[config.mk]
export PLATFORM = sky130hd
export DESIGN_NAME = branch_resolve_unit
export DESIGN_NICKNAME = d
export VERILOG_FILES = /design/src/rtl/branch_pkg.sv /design/src/rtl/cond_eval.sv /design/src/rtl/branch_resolve_unit.sv
export SDC_FILE = /design/constraint.sdc
export NUM_CORES = 1
export LEC_CHECK = 0
export ABC_AREA = 1
export CAP_MARGIN = 20
export CORE_AREA = 2 2 125 175
export DETAILED_ROUTE_END_ITERATION = 8
export DIE_AREA = 0 0 127 177
export GPL_ROUTABILITY_DRIVEN = 1
export GPL_TIMING_DRIVEN = 0
export HOLD_SLACK_MARGIN = 0.15
export PLACE_DENSITY = 0.74
export SLEW_MARGIN = 20
export SYNTH_ARGS = -nofsm -noshare
export SYNTH_HDL_FRONTEND = slang
export SYNTH_SLANG_ARGS = --single-unit
[constraint.sdc]
create_clock -name clk -period 2.87 [get_ports clk]
set_clock_uncertainty 0.15 [all_clocks]
set_input_delay 0.574 -clock clk [delete_from_list [all_inputs] [get_ports clk]]
set_output_delay 0.574 -clock clk [all_outputs]
set_load 0.01 [all_outputs]
[src/rtl/branch_pkg.sv]
// rtl/branch_pkg.sv - shared branch types, condition codes and NZCV bit indices
package branch_pkg;

  typedef enum logic [2:0] {
    BT_NONE  = 3'd0,
    BT_B     = 3'd1,
    BT_BCOND = 3'd2,
    BT_CBZ   = 3'd3,
    BT_CBNZ  = 3'd4,
    BT_BR    = 3'd5
  } branch_type_t;

  localparam logic [3:0] COND_EQ = 4'h0;
  localparam logic [3:0] COND_NE = 4'h1;
  localparam logic [3:0] COND_CS = 4'h2;
  localparam logic [3:0] COND_CC = 4'h3;
  localparam logic [3:0] COND_MI = 4'h4;
  localparam logic [3:0] COND_PL = 4'h5;
  localparam logic [3:0] COND_VS = 4'h6;
  localparam logic [3:0] COND_VC = 4'h7;
  localparam logic [3:0] COND_HI = 4'h8;
  localparam logic [3:0] COND_LS = 4'h9;
  localparam logic [3:0] COND_GE = 4'hA;
  localparam logic [3:0] COND_LT = 4'hB;
  localparam logic [3:0] COND_GT = 4'hC;
  localparam logic [3:0] COND_LE = 4'hD;
  localparam logic [3:0] COND_AL = 4'hE;
  localparam logic [3:0] COND_NV = 4'hF;

  localparam int NZCV_N = 3;
  localparam int NZCV_Z = 2;
  localparam int NZCV_C = 1;
  localparam int NZCV_V = 0;

endpackage

[src/rtl/cond_eval.sv]
// rtl/cond_eval.sv - combinational ARM condition-code evaluator over an NZCV nibble
module cond_eval
  import branch_pkg::*;
(
  input  logic [3:0] cond_i,
  input  logic [3:0] nzcv_i,
  output logic       pass_o
);

  logic n, z, c, v;

  assign n = nzcv_i[NZCV_N];
  assign z = nzcv_i[NZCV_Z];
  assign c = nzcv_i[NZCV_C];
  assign v = nzcv_i[NZCV_V];

  always_comb begin
    pass_o = 1'b1;
    case (cond_i)
      COND_EQ: pass_o = z;
      COND_NE: pass_o = !z;
      COND_CS: pass_o = c;
      COND_CC: pass_o = !c;
      COND_MI: pass_o = n;
      COND_PL: pass_o = !n;
      COND_VS: pass_o = v;
      COND_VC: pass_o = !v;
      COND_HI: pass_o = c & !z;
      COND_LS: pass_o = !(c & !z);
      COND_GE: pass_o = (n == v);
      COND_LT: pass_o = (n != v);
      COND_GT: pass_o = !z & (n == v);
      COND_LE: pass_o = !(!z & (n == v));
      default: pass_o = 1'b1;
    endcase
  end

endmodule

[src/rtl/branch_resolve_unit.sv]
// rtl/branch_resolve_unit.sv - NZCV flag register and branch resolution with registered redirect
module branch_resolve_unit
  import branch_pkg::*;
#(
  parameter int ADDR_W = 64,
  parameter int DATA_W = 64
) (
  input  logic              clk,
  input  logic              reset,
  input  logic              in_valid,
  input  logic [2:0]        br_type,
  input  logic [3:0]        cond,
  input  logic [25:0]       br_imm,
  input  logic [ADDR_W-1:0] pc,
  input  logic [DATA_W-1:0] reg_val,
  input  logic              reg_zero,
  input  logic              flag_wr,
  input  logic              alu_zero,
  input  logic              alu_neg,
  input  logic              alu_carry,
  input  logic              alu_ovf,
  input  logic              stall,
  input  logic              flush,
  output logic              out_valid,
  output logic              out_taken,
  output logic [ADDR_W-1:0] out_target,
  output logic [3:0]        flags
);

  logic [3:0]        flags_q, flags_d;
  logic              out_valid_q, out_valid_d;
  logic              out_taken_q, out_taken_d;
  logic [ADDR_W-1:0] out_target_q, out_target_d;

  branch_type_t      bt;
  logic              cap;
  logic [3:0]        alu_nzcv;
  logic [3:0]        eff_nzcv;
  logic              cond_pass;
  logic              taken;
  logic [ADDR_W-1:0] target;
  logic [ADDR_W-1:0] off_imm26;
  logic [ADDR_W-1:0] off_imm19;

  assign bt       = branch_type_t'(br_type);
  assign cap      = in_valid & !stall & !flush;
  assign alu_nzcv = {alu_neg, alu_zero, alu_carry, alu_ovf};

  // An ADDS merged with its B.cond must see the flags it is about to write.
  assign eff_nzcv = (flag_wr && bt == BT_BCOND) ? alu_nzcv : flags_q;

  cond_eval u_cond_eval (
    .cond_i (cond),
    .nzcv_i (eff_nzcv),
    .pass_o (cond_pass)
  );

  assign off_imm26 = {{(ADDR_W-28){br_imm[25]}}, br_imm, 2'b00};
  assign off_imm19 = {{(ADDR_W-21){br_imm[18]}}, br_imm[18:0], 2'b00};

  always_comb begin
    taken  = 1'b0;
    target = '0;
    case (bt)
      BT_B: begin
        taken  = 1'b1;
        target = pc + off_imm26;
      end
      BT_BCOND: begin
        taken  = cond_pass;
        target = pc + off_imm19;
      end
      BT_CBZ: begin
        taken  = reg_zero;
        target = pc + off_imm19;
      end
      BT_CBNZ: begin
        taken  = !reg_zero;
        target = pc + off_imm19;
      end
      BT_BR: begin
        taken  = 1'b1;
        target = reg_val[ADDR_W-1:0];
      end
      default: begin
        taken  = 1'b0;
        target = '0;
      end
    endcase
  end

  always_comb begin
    flags_d = flags_q;
    if (cap && flag_wr) begin
      flags_d = alu_nzcv;
    end
  end

  // Flush beats stall; a flush keeps the old target so only valid/taken drop.
  always_comb begin
    out_valid_d  = out_valid_q;
    out_taken_d  = out_taken_q;
    out_target_d = out_target_q;
    if (flush) begin
      out_valid_d = 1'b0;
      out_taken_d = 1'b0;
    end else if (!stall) begin
      out_valid_d = in_valid;
      out_taken_d = in_valid & taken;
      if (in_valid) begin
        out_target_d = target;
      end
    end
  end

  always_ff @(posedge clk or posedge reset) begin
    if (reset) begin
      flags_q      <= 4'b0000;
      out_valid_q  <= 1'b0;
      out_taken_q  <= 1'b0;
      out_target_q <= '0;
    end else begin
      flags_q      <= flags_d;
      out_valid_q  <= out_valid_d;
      out_taken_q  <= out_taken_d;
      out_target_q <= out_target_d;
    end
  end

  assign flags      = flags_q;
  assign out_valid  = out_valid_q;
  assign out_taken  = out_taken_q;
  assign out_target = out_target_q;

endmodule

==> results.md, run 1 <==
| Step | Quantity | Reported |
|:---|:---|:---|
| outcome | Run status | finished with violations |
| outcome | Violations in the final reports | negative setup slack |
| worst setup path | Worst path cell trace | buf_12 > clkinv_8 > nand3_4 > nand2_8 > o21ai_4 > clkinvlp_4 > buf_6 > buf_4 > ha_4 > nand2_1 > nand2_1 > nand2_1 > nand2_1 > inv_1 > nand2_1 > nand2_1 > nand2_1 > a21oi_2 > buf_4 > nand3_2 > nand3_4 > a21oi_2 |
| yosys | Combined area of all synthesized cells | 9270 µm² |
| yosys | Synthesized instance count | 1681 |
| yosys | Post-synth top area share | 25.5% |
| clock network | Max Root-Sink Buffers | 2 |
| clock network | Hold-fix buffer count after cts | 0 |
| routing | Number of iterations in the first detailed-routing pass | 5 |
| floorplanning | Floorplan row count | 63 |
| sta | Setup repair after global routing missed its margin | true |
| yosys | Synth Register Bits | 70 |
| power and ir drop | Power density relative to cell area | 416 nW/µm² |
| clock network | Clock tree root driver cell | sky130_fd_sc_hd__clkbuf_16 |
| worst setup path | Most frequent CP cell | sky130_fd_sc_hd__nand2_1 |
| worst setup path | Crit path max fanout | 7 |
| routing | Via/cell ratio | 5.25 |
| grt | Via count of the first global-routing pass | 11208 |
| routing | Post-DRT Antenna Nets | 0 |
| yosys | Fraction of the yosys area taken by sequential cells | 18.9% |
| yosys | Most common flop cell mapped by yosys | sky130_fd_sc_hd__dfrtp_1 |
| placement | Setup slack at placement | -2130 ps |
| floorplanning | Starting density of the core | 44.2% |
| power and ir drop | Leakage Power | 7.01 nW |
| routing | Wire length reported by the detailed router | 41.0 mm |
| routing | Post-detailed-route DRC marker count | 0 |
| sta | Worst Tran Pin Value | 593 ps |
| grt | Largest net degree at the start of global routing | 46 |
| floorplanning | Std-Cell Core Area | 21000 µm² |
| placement | Cells after DPL | 2182 |
| worst setup path | Worst setup path category | in2reg |
| clock network | Number of CTS-inserted buffers | 9 |
| worst setup path | Crit. End Element | flip-flop |
| yosys | Proportion of synthesized flip-flops having asynchronous set or reset | 100% |
| run | Total of max-cap violations | 0 |
| layout | Area added between synthesis and finish | 55.6% |
| placement | Routability Congestion | 0.994 |
| power and ir drop | Worst ir drop on vdd | 0.382 mV |
| sta | Final period demand of the worst path | 3120 ps |
| routing | Via Count | 11779 |
| clock network | Number of H-tree levels | 3 |
| yosys | Synth cell types | 40 |
| yosys | Cell taking the most area after synthesis | sky130_fd_sc_hd__nand2_1 |
| sta | Normalized max-slew margin | 60.5% |
| clock network | Clock-pin transition on the worst setup and hold timing paths | 60 ps |
| yosys | Syn Nets | 1916 |
| worst setup path | WP depth | 22 |
| worst setup path | Cell class contributing the biggest share of worst-path delay | simple AND/OR/NAND/NOR gates |
| layout | Share of post-route cells with drive strength above 1 | 22.8% |
| yosys | Cells taking the most area after synthesis | sky130_fd_sc_hd__nand2_1, sky130_fd_sc_hd__dfrtp_1, sky130_fd_sc_hd__inv_1 |
| sta | Max-slew violation count | 0 |
| layout | Commonest non-fill, non-tap cell in the layout | sky130_fd_sc_hd__nand2_1 |
| grt | Global-route congestion overflow total | 0 |
| floorplanning | Die footprint | 22500 µm² |
| grt | Total Routing Usage GR | 35.0% |
| yosys | Post-synth EDFFs | 0 |
| worst setup path | Startpoint type of the worst setup path | input port |
| hold path | Hold crit path type | reg2reg |
| worst setup path | Worst EP required | 2950 ps |
| worst setup path | Worst-path cell with the longest stage delay | sky130_fd_sc_hd__a21oi_2 |
| floorplanning | Boundary Pins | 242 |
| layout | Most frequent cells in the layout | sky130_fd_sc_hd__nand2_1, sky130_fd_sc_hd__inv_1, sky130_fd_sc_hd__clkdlybuf4s50_1 |
| clock network | TritonCTS sink count | 70 |
| sta | Setup WS post-layout | -252 ps |
| sta | Final Hold Vio Count | 0 |
| worst setup path | Cells on worst reg2reg path | 12 |
| sta | Achievable frequency | 0.320 GHz |
| grt | Global-route wire length before repair | 60.4 mm |
| sta | Final setup vio count | 28 |
| hold path | Min-Delay Path Depth | 2 |
| grt | Number of antenna violations at the first check in global routing | 3 |
| routing | Average wire length per cell after detail routing | 18.3 µm |
| floorplanning | Die height | 177 µm |
| clock network | Clk Latency, worst-skew pair | 340 ps |
| worst setup path | Crit path buffers/inverters | 7 |
| clock network | CTS tree | yes |
| worst setup path | Data arrival time of the critical path | 3210 ps |
| placement | IO Port Bufs | 240 |
| floorplanning | Die width | 127 µm |
| yosys | Number of warnings printed during yosys synthesis | 0 |
| routing | First-iteration detailed-routing DRC count | 628 |
| sta | Final cycle utilization of the critical path | 109% |
| layout | Post-Layout Cell Count | 2243 |
| placement | Detailed placer's ending HPWL | 32.6 mm |
| worst setup path | Critical path's largest stage delay | 250 ps |
| yosys | Syn Area/Cell | 5.51 µm² |
| layout | Number of nets in the layout | 2210 |
## area by class of cell
| cell class | count | area [µm²] |
|---|---|---|
| Sequential cell | 70 | 1750 |
| Fill cell | 1858 | 6550 |
| Clock buffer | 9 | 225 |
| Timing Repair Buffer | 282 | 2830 |
| Clock inverter | 6 | 63.8 |
| Buffer | 26 | 115 |
| Antenna cell | 4 | 10.0 |
| Multi-Input combinational cell | 1280 | 7900 |
| Inverter | 305 | 1190 |
| Tap cell | 260 | 325 |
| Timing Repair inverter | 1 | 7.51 |
## cells by family after synthesis
group / after synthesis / share of synthesized area, %
muxes: 1 / 0.122
adders and majority gates: 63 / 8.59
DFF: 70 / 18.9
and+or+nand+nor: 1042 / 48.1
xor gates and xnor gates: 1 / 0.0945
buffers and inverters: 331 / 13.6
AOI/OAI and AO/OA: 173 / 10.6
## cells in the mapped netlist, types with 5 or more instances
cell type                  count
sky130_fd_sc_hd__nand2_2      27
sky130_fd_sc_hd__nand2_1     630
sky130_fd_sc_hd__nor3_2        7
sky130_fd_sc_hd__nor2_2       20
sky130_fd_sc_hd__a31oi_1      37
sky130_fd_sc_hd__nand3_1     120
sky130_fd_sc_hd__o21ai_0      31
sky130_fd_sc_hd__or2_2        13
sky130_fd_sc_hd__clkbuf_1      7
sky130_fd_sc_hd__nand3b_1     11
sky130_fd_sc_hd__nor2_1      177
sky130_fd_sc_hd__ha_1         62
sky130_fd_sc_hd__nand4_1      14
sky130_fd_sc_hd__a21boi_0     10
sky130_fd_sc_hd__dfrtp_1      70
sky130_fd_sc_hd__nor2_4        5
sky130_fd_sc_hd__buf_2        14
sky130_fd_sc_hd__buf_1         5
sky130_fd_sc_hd__a21oi_1      73
sky130_fd_sc_hd__inv_1       290
sky130_fd_sc_hd__o21ai_1      11
sky130_fd_sc_hd__inv_2        14
## routing by layer
layer  wire length, µm  global-route usage (%)
met1             14700                    36.2
met2             21200                    65.6
met3              1790                    3.63
met4              3250                    24.1
met5                 0                       0
## worst reg2reg max path: stages, from the launching register on
cell and delay [ps]:
sky130_fd_sc_hd__dfrtp_1 420, sky130_fd_sc_hd__nand2_1 90, sky130_fd_sc_hd__nand2_1 100, sky130_fd_sc_hd__nand2_1 120, sky130_fd_sc_hd__nand3_1 110, sky130_fd_sc_hd__nand2_1 70, sky130_fd_sc_hd__inv_1 30, sky130_fd_sc_hd__nor2_1 70
sky130_fd_sc_hd__nand3_1 90, sky130_fd_sc_hd__nand2_1 70, sky130_fd_sc_hd__nand2_1 40, sky130_fd_sc_hd__nand2_1 50, sky130_fd_sc_hd__nand2_1 50
## per-stage QoR
stage | setup TNS, ps | utilization, % | power (mW) | hold slack [ps] | area [µm²]
6_report | -1990 | 68.8 | 5.99 | 325 | 14400
5_1_grt | -5910 | 68.8 | 6.32 | 374 | 14400
4_1_cts | -768 | 65.6 | 5.72 | 329 | 13800
3_5_place_dp | -75230 | 57.9 | 4.16 | 314 | 12100
3_3_place_gp | -138740 | 57.8 | 4.12 | 318 | 12100
2_1_floorplan | -10040 | - | 2.88 | 365 | 9390
## state kept, by name (all words and copies together) (netlist names)
signal	count
out_valid	1
flags	4
out_target	64
out_taken	1
## what timing repair did
item	CTS	global route
cloned	1	0
resized for setup	269	141
setup endpoints to repair	42	42
pin swaps	59	59
buffers inserted	27	14
## path summary, 6_finish.rpt
kind / from / slack, ps / endpoint
max: br_type[1] / -250 / out_target[59]
min: out_target[29] / 330 / out_target[29]
max reg2reg: flags[3] / 1300 / out_taken
min reg2reg: out_target[29] / 330 / out_target[29]
max in group asynchronous: reset / 1590 / out_target[5]
min in group asynchronous: reset / 420 / out_target[43]
## power by group
group	total [mW]	switching, mW	internal, mW
logic	3.58	2.04	1.54
clock network	1.12	0.454	0.666
registers	1.29	0.111	1.18
(Power assumes the default switching activity.)
==> run 2, diff against run 1 <==
CELL_PAD_IN_SITES_DETAIL_PLACEMENT = 2   (was default)
CELL_PAD_IN_SITES_GLOBAL_PLACEMENT = 2   (was default)
CORE_AREA = 2 2 166 233   (was 2 2 125 175)
DIE_AREA = 0 0 168 235   (was 0 0 127 177)
PLACE_DENSITY = default   (was 0.74)
PLACE_DENSITY_LB_ADDON = 0.1   (was default)
==> run 2 against run 1 <==
The run still ends with negative setup slack left. Clock-buffer cell count increased by 2. Cell count grew 10%. Via count rose by 2.8%. Hold slack better by 5.2 ps. Flip-flop and latch count stayed put. Sequential share of layout area is 0.52 points lower. Sequential power barely moved. Clock power up 6%.
==> results.md, run 2 (synthesis gave the netlist of run 1 again) <==
| Step | Quantity | Reported | Change |
|:---|:---|:---|:---|
| layout | Number of nets in the layout | 2220 | was 2210 |
| clock network | TritonCTS sink count | 70 | unchanged |
| floorplanning | Std-Cell Core Area | 37300 µm² | was 21000 µm² |
| sta | Final Hold Vio Count | 0 | unchanged |
| floorplanning | Die height | 235 µm | was 177 µm |
| routing | Wire length reported by the detailed router | 51.6 mm | was 41.0 mm |
| clock network | Clock-pin transition on the worst setup and hold timing paths | 60 ps | about the same |
| worst setup path | Reg-to-reg slack, setup | 1210 ps | was 1300 ps |
| layout | Area taken by flip-flops and latches | 1750 µm² | unchanged |
| worst setup path | Crit path max fanout | 8 | was 7 |
| clock network | CTS tree | yes | unchanged |
| placement | Placement-stage cell area | 12400 µm² | was 12100 µm² |
| clock network | Max Root-Sink Buffers | 2 | unchanged |
| power and ir drop | Final Power | 6.32 mW | was 5.99 mW |
| worst setup path | Worst setup path category | in2reg | unchanged |
| grt | Global-route wire length before repair | 76.6 mm | was 60.4 mm |
| layout | Multi-input combinational cell area | 8200 µm² | was 7900 µm² |
| clock network | Clock tree root driver cell | sky130_fd_sc_hd__clkbuf_16 | unchanged |
| sta | Setup WS post-layout | -260 ps | was -252 ps |
| worst setup path | Data arrival time of the critical path | 3250 ps | was 3210 ps |
| grt | Largest net degree at the start of global routing | 39 | was 46 |
| sta | Worst Tran Pin Value | 615 ps | was 593 ps |
| sta | Max-slew violation count | 0 | unchanged |
| worst setup path | Startpoint type of the worst setup path | input port | unchanged |
| hold path | Hold crit path type | reg2reg | unchanged |
| worst setup path | Crit. End Element | flip-flop | unchanged |
| floorplanning | Die footprint | 39500 µm² | was 22500 µm² |
| sta | Achievable frequency | 0.320 GHz | about the same |
| routing | Average wire length per cell after detail routing | 20.9 µm | was 18.3 µm |
| grt | Total Routing Usage GR | 25.4% | was 35.0% |
| routing | Post-DRT Antenna Nets | 0 | unchanged |
| layout | FILL cells | 4469 | was 1858 |
| power and ir drop | Worst ir drop on vdd | 0.208 mV | was 0.382 mV |
| placement | IO Port Bufs | 240 | unchanged |
| sta | Final cycle utilization of the critical path | 109% | about the same |
| worst setup path | Launching instance or port of the critical path | br_type[0] | was br_type[1] |
| routing | First-iteration detailed-routing DRC count | 289 | was 628 |
| run | Total of max-cap violations | 0 | unchanged |
| layout | Share of post-route cells with drive strength above 1 | 26.2% | was 22.8% |
| layout | Area added between synthesis and finish | 62.6% | was 55.6% |
| clock network | Number of CTS-inserted buffers | 9 | unchanged |
| sta | Normalized max-slew margin | 59.0% | was 60.5% |
| worst setup path | Worst EP required | 2990 ps | was 2950 ps |
| placement | Cells after DPL | 2395 | was 2182 |
| layout | Most frequent cells in the layout | sky130_fd_sc_hd__nand2_1, sky130_fd_sc_hd__inv_1, sky130_fd_sc_hd__clkdlybuf4s50_1 | unchanged |
| layout | Post-Layout Cell Count | 2468 | was 2243 |
| worst setup path | Cells on worst reg2reg path | 12 | unchanged |
| sta | Setup repair after global routing missed its margin | true | unchanged |
| outcome | Violations in the final reports | negative setup slack | unchanged |
| layout | Max reg flops | 64 | unchanged |
| layout | Commonest non-fill, non-tap cell in the layout | sky130_fd_sc_hd__nand2_1 | unchanged |
| routing | Number of iterations in the first detailed-routing pass | 6 | was 5 |
| grt | Number of antenna violations at the first check in global routing | 5 | was 3 |
| floorplanning | Floorplan row count | 84 | was 63 |
| routing | Via Count | 12105 | was 11779 |
| outcome | Run status | finished with violations | unchanged |
| floorplanning | Boundary Pins | 242 | unchanged |
| power and ir drop | Leakage Power | 7.22 nW | was 7.01 nW |
| routing | Post-detailed-route DRC marker count | 0 | unchanged |
| grt | Via count of the first global-routing pass | 13412 | was 11208 |
| sta | Setup_tns | -5610 ps | was -1990 ps |
| worst setup path | Critical R2R Capture | out_taken | unchanged |
| grt | Global-route congestion overflow total | 0 | unchanged |
| layout | Summed area of non-filler cells in the final layout | 15100 µm² | was 14400 µm² |
| hold path | Min-Delay Path Depth | 2 | unchanged |
| worst setup path | End point of the critical path | out_target[41] | was out_target[59] |
| clock network | Hold-fix buffer count after cts | 0 | unchanged |
| floorplanning | Starting density of the core | 24.8% | was 44.2% |
| power and ir drop | Power density relative to cell area | 419 nW/µm² | was 416 nW/µm² |
| sta | Final setup vio count | 35 | was 28 |
| worst setup path | Source of the worst register-to-register timing path | flags[3] | unchanged |
| sta | Worst Hold Slack | 331 ps | was 325 ps |
| clock network | Number of H-tree levels | 3 | unchanged |
| clock network | Clk Latency, worst-skew pair | 340 ps | about the same |
| routing | Via/cell ratio | 4.90 | was 5.25 |
| placement | Routability Congestion | 0.879 | was 0.994 |
| placement | Detailed placer's ending HPWL | 41.7 mm | was 32.6 mm |
| floorplanning | Die width | 168 µm | was 127 µm |
| sta | Final period demand of the worst path | 3130 ps | was 3120 ps |
run 2: cell count changes in the layout (fill, tap and decap cells not counted), moves of 8 or more:
cell	before	now
sky130_fd_sc_hd__nand2_4	17	26
sky130_fd_sc_hd__nand2_2	86	96
sky130_fd_sc_hd__inv_2	23	34
sky130_fd_sc_hd__nand3_1	84	70
sky130_fd_sc_hd__a21oi_2	54	46
sky130_fd_sc_hd__nor2_2	26	38
sky130_fd_sc_hd__nor2_1	141	127
sky130_fd_sc_hd__inv_1	275	264
sky130_fd_sc_hd__nand3_2	33	41
sky130_fd_sc_hd__buf_4	31	40
sky130_fd_sc_hd__nand2_1	550	532
run 2: what timing repair did:
| action | 4_1_cts | 5_1_grt |
|---|---|---|
| gates resized for setup | 308 | 194 |
| endpoints found under the setup margin | 45 | 44 |
| pin swaps | 58 | 77 |
| gates cloned | 1 | 0 |
| setup buffers | 29 | 22 |
run 2: worst min-delay path by stage:
| stage | startpoint | to |
|---|---|---|
| 3_5_place_dp | out_target[33] | out_target[33] |
| 5_1_grt | out_target[29] | out_target[29] |
| 2_1_floorplan | out_target[33] | out_target[33] |
| 6_report | out_target[33] | out_target[33] |
| 3_3_place_gp | out_target[33] | out_target[33] |
| 4_1_cts | out_target[33] | out_target[33] |
run 2: where the power goes:
| group | switching (mW) | internal (mW) | total [mW] |
|---|---|---|---|
| Sequential | 0.115 | 1.18 | 1.30 |
| Clock | 0.466 | 0.721 | 1.19 |
| Combinational | 2.24 | 1.60 | 3.84 |
run 2: critical path: stages:
cell and delay, ps:
sky130_fd_sc_hd__buf_12 120, sky130_fd_sc_hd__inv_16 40, sky130_fd_sc_hd__nand3_4 100, sky130_fd_sc_hd__nand2_8 130, sky130_fd_sc_hd__nand2_8 80, sky130_fd_sc_hd__o21ai_4 110, sky130_fd_sc_hd__buf_6 160, sky130_fd_sc_hd__clkinvlp_4 110
sky130_fd_sc_hd__buf_12 170, sky130_fd_sc_hd__ha_4 300, sky130_fd_sc_hd__nand2_4 70, sky130_fd_sc_hd__nor2_4 100, sky130_fd_sc_hd__inv_2 60, sky130_fd_sc_hd__buf_4 140, sky130_fd_sc_hd__nor2_4 200, sky130_fd_sc_hd__buf_6 130
sky130_fd_sc_hd__nand2_2 50, sky130_fd_sc_hd__inv_2 70, sky130_fd_sc_hd__nand2_2 60, sky130_fd_sc_hd__nand4_1 80, sky130_fd_sc_hd__nand3_2 170, sky130_fd_sc_hd__a21oi_2 190
run 2: area by class of cell:
| type | count | area share [%] |
|---|---|---|
| Multi-Input combinational cell | 1280 | 54.4 |
| Timing Repair Buffer | 292 | 19.2 |
| Sequential cell | 70 | 11.6 |
| Inverter | 305 | 7.83 |
| Tap cell | 473 | 3.93 |
| Clock buffer | 11 | 1.68 |
| Buffer | 26 | 0.764 |
| Clock inverter | 5 | 0.382 |
| Antenna cell | 5 | 0.0830 |
| Timing Repair inverter | 1 | 0.0498 |
run 2: routing by layer:
metal / track usage (%) / part of all wire [%] / vias to the layer above
met4: 14.7 / 6.6 / 0
met5: 0 / 0 / -
met3: 2.29 / 2.1 / 107
met1: 24.4 / 35 / 5939
met2: 51.4 / 56 / 232
li1: - / - / 5827
run 2: through the flow:
| step | setup WS (ps) | utilization (%) |
|---|---|---|
| 2_1_floorplan | -389 | - |
| 3_3_place_gp | -2510 | 33.2 |
| 3_5_place_dp | -2580 | 33.2 |
| 4_1_cts | -276 | 38.0 |
| 5_1_grt | -398 | 40.4 |
| 6_report | -260 | 40.4 |
==> run 3, diff against run 2 <==
CORE_AREA = 2 2 196 198   (was 2 2 166 233)
DIE_AREA = 0 0 198 200   (was 0 0 168 235)
==> run 3 against run 2 <==
The flow still finishes with violations (negative setup slack). First-iteration DRC count up 47%. Power about the same. Non-clock buffer count down 8. Largest power group unchanged.
==> results.md, run 3 (synthesis gave the netlist of run 1 again) <==
| Step | Quantity | Reported | Change |
|:---|:---|:---|:---|
| outcome | Run status | finished with violations | unchanged |
| outcome | Violations in the final reports | negative setup slack | unchanged |
| placement | Cells after DPL | 2433 | was 2395 |
| worst setup path | Reg-to-reg slack, setup | 1150 ps | was 1210 ps |
| grt | Number of antenna violations at the first check in global routing | 3 | was 5 |
| worst setup path | Launching instance or port of the critical path | br_type[1] | was br_type[0] |
| placement | IO Port Bufs | 240 | unchanged |
| grt | Global-route congestion overflow total | 0 | unchanged |
| clock network | CTS tree | yes | unchanged |
| clock network | Clk Latency, worst-skew pair | 350 ps | was 340 ps |
| sta | Worst Hold Slack | 335 ps | was 331 ps |
| sta | Normalized max-slew margin | 44.5% | was 59.0% |
| worst setup path | Cells on worst reg2reg path | 12 | unchanged |
| hold path | Hold crit path type | reg2reg | unchanged |
| routing | Post-detailed-route DRC marker count | 0 | unchanged |
| routing | Via/cell ratio | 4.80 | was 4.90 |
| layout | Most frequent cells in the layout | sky130_fd_sc_hd__nand2_1, sky130_fd_sc_hd__inv_1, sky130_fd_sc_hd__clkdlybuf4s50_1 | unchanged |
| clock network | Clock tree root driver cell | sky130_fd_sc_hd__clkbuf_16 | unchanged |
| layout | Summed area of non-filler cells in the final layout | 15000 µm² | was 15100 µm² |
| worst setup path | Startpoint type of the worst setup path | input port | unchanged |
| routing | Post-DRT Antenna Nets | 0 | unchanged |
| power and ir drop | Worst ir drop on vdd | 0.245 mV | was 0.208 mV |
| sta | Final Hold Vio Count | 0 | unchanged |
| grt | Total Routing Usage GR | 25.2% | was 25.4% |
| worst setup path | Crit path max fanout | 7 | was 8 |
| grt | Via count of the first global-routing pass | 12947 | was 13412 |
| grt | Largest net degree at the start of global routing | 40 | was 39 |
| floorplanning | Die width | 198 µm | was 168 µm |
| worst setup path | Data arrival time of the critical path | 3280 ps | was 3250 ps |
| hold path | Startpoint of the worst hold path | out_target[29] | was out_target[33] |
| sta | Worst Tran Pin Value | 833 ps | was 615 ps |
| worst setup path | End point of the critical path | out_target[60] | was out_target[41] |
| sta | Max-slew violation count | 0 | unchanged |
| clock network | Clock-pin transition on the worst setup and hold timing paths | 60 ps | about the same |
| routing | Number of iterations in the first detailed-routing pass | 4 | was 6 |
| floorplanning | Floorplan row count | 71 | was 84 |
| layout | Commonest non-fill, non-tap cell in the layout | sky130_fd_sc_hd__nand2_1 | unchanged |
| routing | Wire length reported by the detailed router | 50.8 mm | was 51.6 mm |
| power and ir drop | Power density relative to cell area | 420 nW/µm² | was 419 nW/µm² |
| sta | Final cycle utilization of the critical path | 109% | about the same |
| layout | Area added between synthesis and finish | 62.3% | was 62.6% |
| clock network | Number of CTS-inserted buffers | 9 | unchanged |
| floorplanning | Die footprint | 39600 µm² | was 39500 µm² |
| placement | Detailed placer's ending HPWL | 40.8 mm | was 41.7 mm |
| clock network | Hold-fix buffer count after cts | 0 | unchanged |
| layout | Utilization after layout | 40.2% | was 40.4% |
| floorplanning | Die height | 200 µm | was 235 µm |
| run | Total of max-cap violations | 0 | unchanged |
| clock network | Max Root-Sink Buffers | 2 | unchanged |
| sta | Achievable frequency | 0.318 GHz | was 0.320 GHz |
| routing | First-iteration detailed-routing DRC count | 424 | was 289 |
| routing | Average wire length per cell after detail routing | 20.4 µm | was 20.9 µm |
| placement | Placement-stage cell area | 12500 µm² | was 12400 µm² |
| floorplanning | Std-Cell Core Area | 37400 µm² | was 37300 µm² |
| worst setup path | Source of the worst register-to-register timing path | flags[3] | unchanged |
| floorplanning | Boundary Pins | 242 | unchanged |
| placement | Routability Congestion | 0.905 | was 0.879 |
| clock network | TritonCTS sink count | 70 | unchanged |
| sta | Setup repair after global routing missed its margin | true | unchanged |
| layout | Max reg flops | 64 | unchanged |
| worst setup path | Critical R2R Capture | out_taken | unchanged |
| sta | Final period demand of the worst path | 3140 ps | was 3130 ps |
| worst setup path | Crit. End Element | flip-flop | unchanged |
| sta | Final setup vio count | 36 | was 35 |
| routing | Via Count | 11965 | was 12105 |
| floorplanning | Starting density of the core | 24.8% | about the same |
| clock network | Number of H-tree levels | 3 | unchanged |
| power and ir drop | Leakage Power | 7.11 nW | was 7.22 nW |
| layout | Share of post-route cells with drive strength above 1 | 26.2% | about the same |
| layout | Post-Layout Cell Count | 2494 | was 2468 |
| grt | Global-route wire length before repair | 75.2 mm | was 76.6 mm |
| layout | Number of nets in the layout | 2212 | was 2220 |
| worst setup path | Worst setup path category | in2reg | unchanged |
| worst setup path | Worst EP required | 3010 ps | was 2990 ps |
| sta | Setup WS post-layout | -272 ps | was -260 ps |
-- run 3: cell types whose count changed in the layout (fill, tap and decap cells not counted), moves of 4 or more --
cell,before,now
sky130_fd_sc_hd__a21oi_1,20,26
sky130_fd_sc_hd__a21oi_2,46,42
sky130_fd_sc_hd__buf_4,40,31
sky130_fd_sc_hd__diode_2,5,1
sky130_fd_sc_hd__ha_2,3,7
sky130_fd_sc_hd__nand2_1,532,519
sky130_fd_sc_hd__nand2_2,96,109
sky130_fd_sc_hd__nand3_1,70,75
sky130_fd_sc_hd__o21ai_0,19,25
sky130_fd_sc_hd__o21ai_1,18,12
-- run 3: what timing repair did --
item	4_1_cts	5_1_grt
setup buffers	23	20
cloned	1	0
pin swaps	55	64
endpoints found under the setup margin	45	47
resized for setup	288	212
-- run 3: critical path: stages --
cell                         delay (ps)
sky130_fd_sc_hd__buf_12             120
sky130_fd_sc_hd__inv_8               50
sky130_fd_sc_hd__nand3_4            100
sky130_fd_sc_hd__nand2_8            140
sky130_fd_sc_hd__nand2_8             80
sky130_fd_sc_hd__o21ai_4             80
sky130_fd_sc_hd__buf_6              150
sky130_fd_sc_hd__clkinvlp_4         110
sky130_fd_sc_hd__buf_12             160
sky130_fd_sc_hd__buf_12             130
sky130_fd_sc_hd__ha_4               270
sky130_fd_sc_hd__buf_12             140
sky130_fd_sc_hd__nand2_8             80
sky130_fd_sc_hd__inv_2               40
sky130_fd_sc_hd__nand2_2             60
sky130_fd_sc_hd__nand2_2             70
sky130_fd_sc_hd__inv_2               70
sky130_fd_sc_hd__nand2_4             60
sky130_fd_sc_hd__a21oi_4            140
sky130_fd_sc_hd__nand2_4            100
sky130_fd_sc_hd__nand2_1             90
sky130_fd_sc_hd__nand2_1             70
sky130_fd_sc_hd__nand2_1             80
sky130_fd_sc_hd__nand3_2            120
sky130_fd_sc_hd__a21oi_2            150
-- run 3: report_power, final --
group / internal (mW) / switching (mW)
registers: 1.18 / 0.121
logic: 1.58 / 2.17
clock network: 0.747 / 0.514
-- run 3: final cells by class --
type | count | area [µm²]
timing repair inverter | 1 | 7.51
tap | 511 | 639
clock inverter | 4 | 53.8
fill | 4538 | 22400
buffer | 26 | 116
multi-input combinational | 1280 | 8150
clock buffer | 12 | 267
inverter | 305 | 1180
antenna | 1 | 2.50
sequential | 70 | 1750
timing repair buffer | 284 | 2870
-- run 3: metrics by stage --
| step | setup TNS, ps | total power [mW] | worst slack (ps) |
|---|---|---|---|
| finish | -6310 | 6.32 | -272 |
| detailed placement | -93750 | 4.30 | -2520 |
| global placement | -182110 | 4.20 | -2330 |
| floorplan | -10040 | 2.88 | -389 |
| global route | -11140 | 6.74 | -401 |
| CTS | -4400 | 6.00 | -208 |
-- run 3: worst min path at each step --
stage,end,slack [ps],cells past startpoint
after floorplan,out_target[33],370,2
after global placement,out_target[33],320,2
after detailed placement,out_target[33],320,2
after CTS,out_target[29],330,2
after global routing,out_target[29],380,2
final,out_target[29],340,2
-- run 3: per-layer routing --
metal / vias up / wire length (µm) / track usage, %
li1: 5797 / - / -
met1: 5906 / 23900 / 33.6
met2: 203 / 24400 / 43.8
met3: 57 / 1450 / 2.47
met4: 2 / 1090 / 6.15
met5: - / 13 / 0
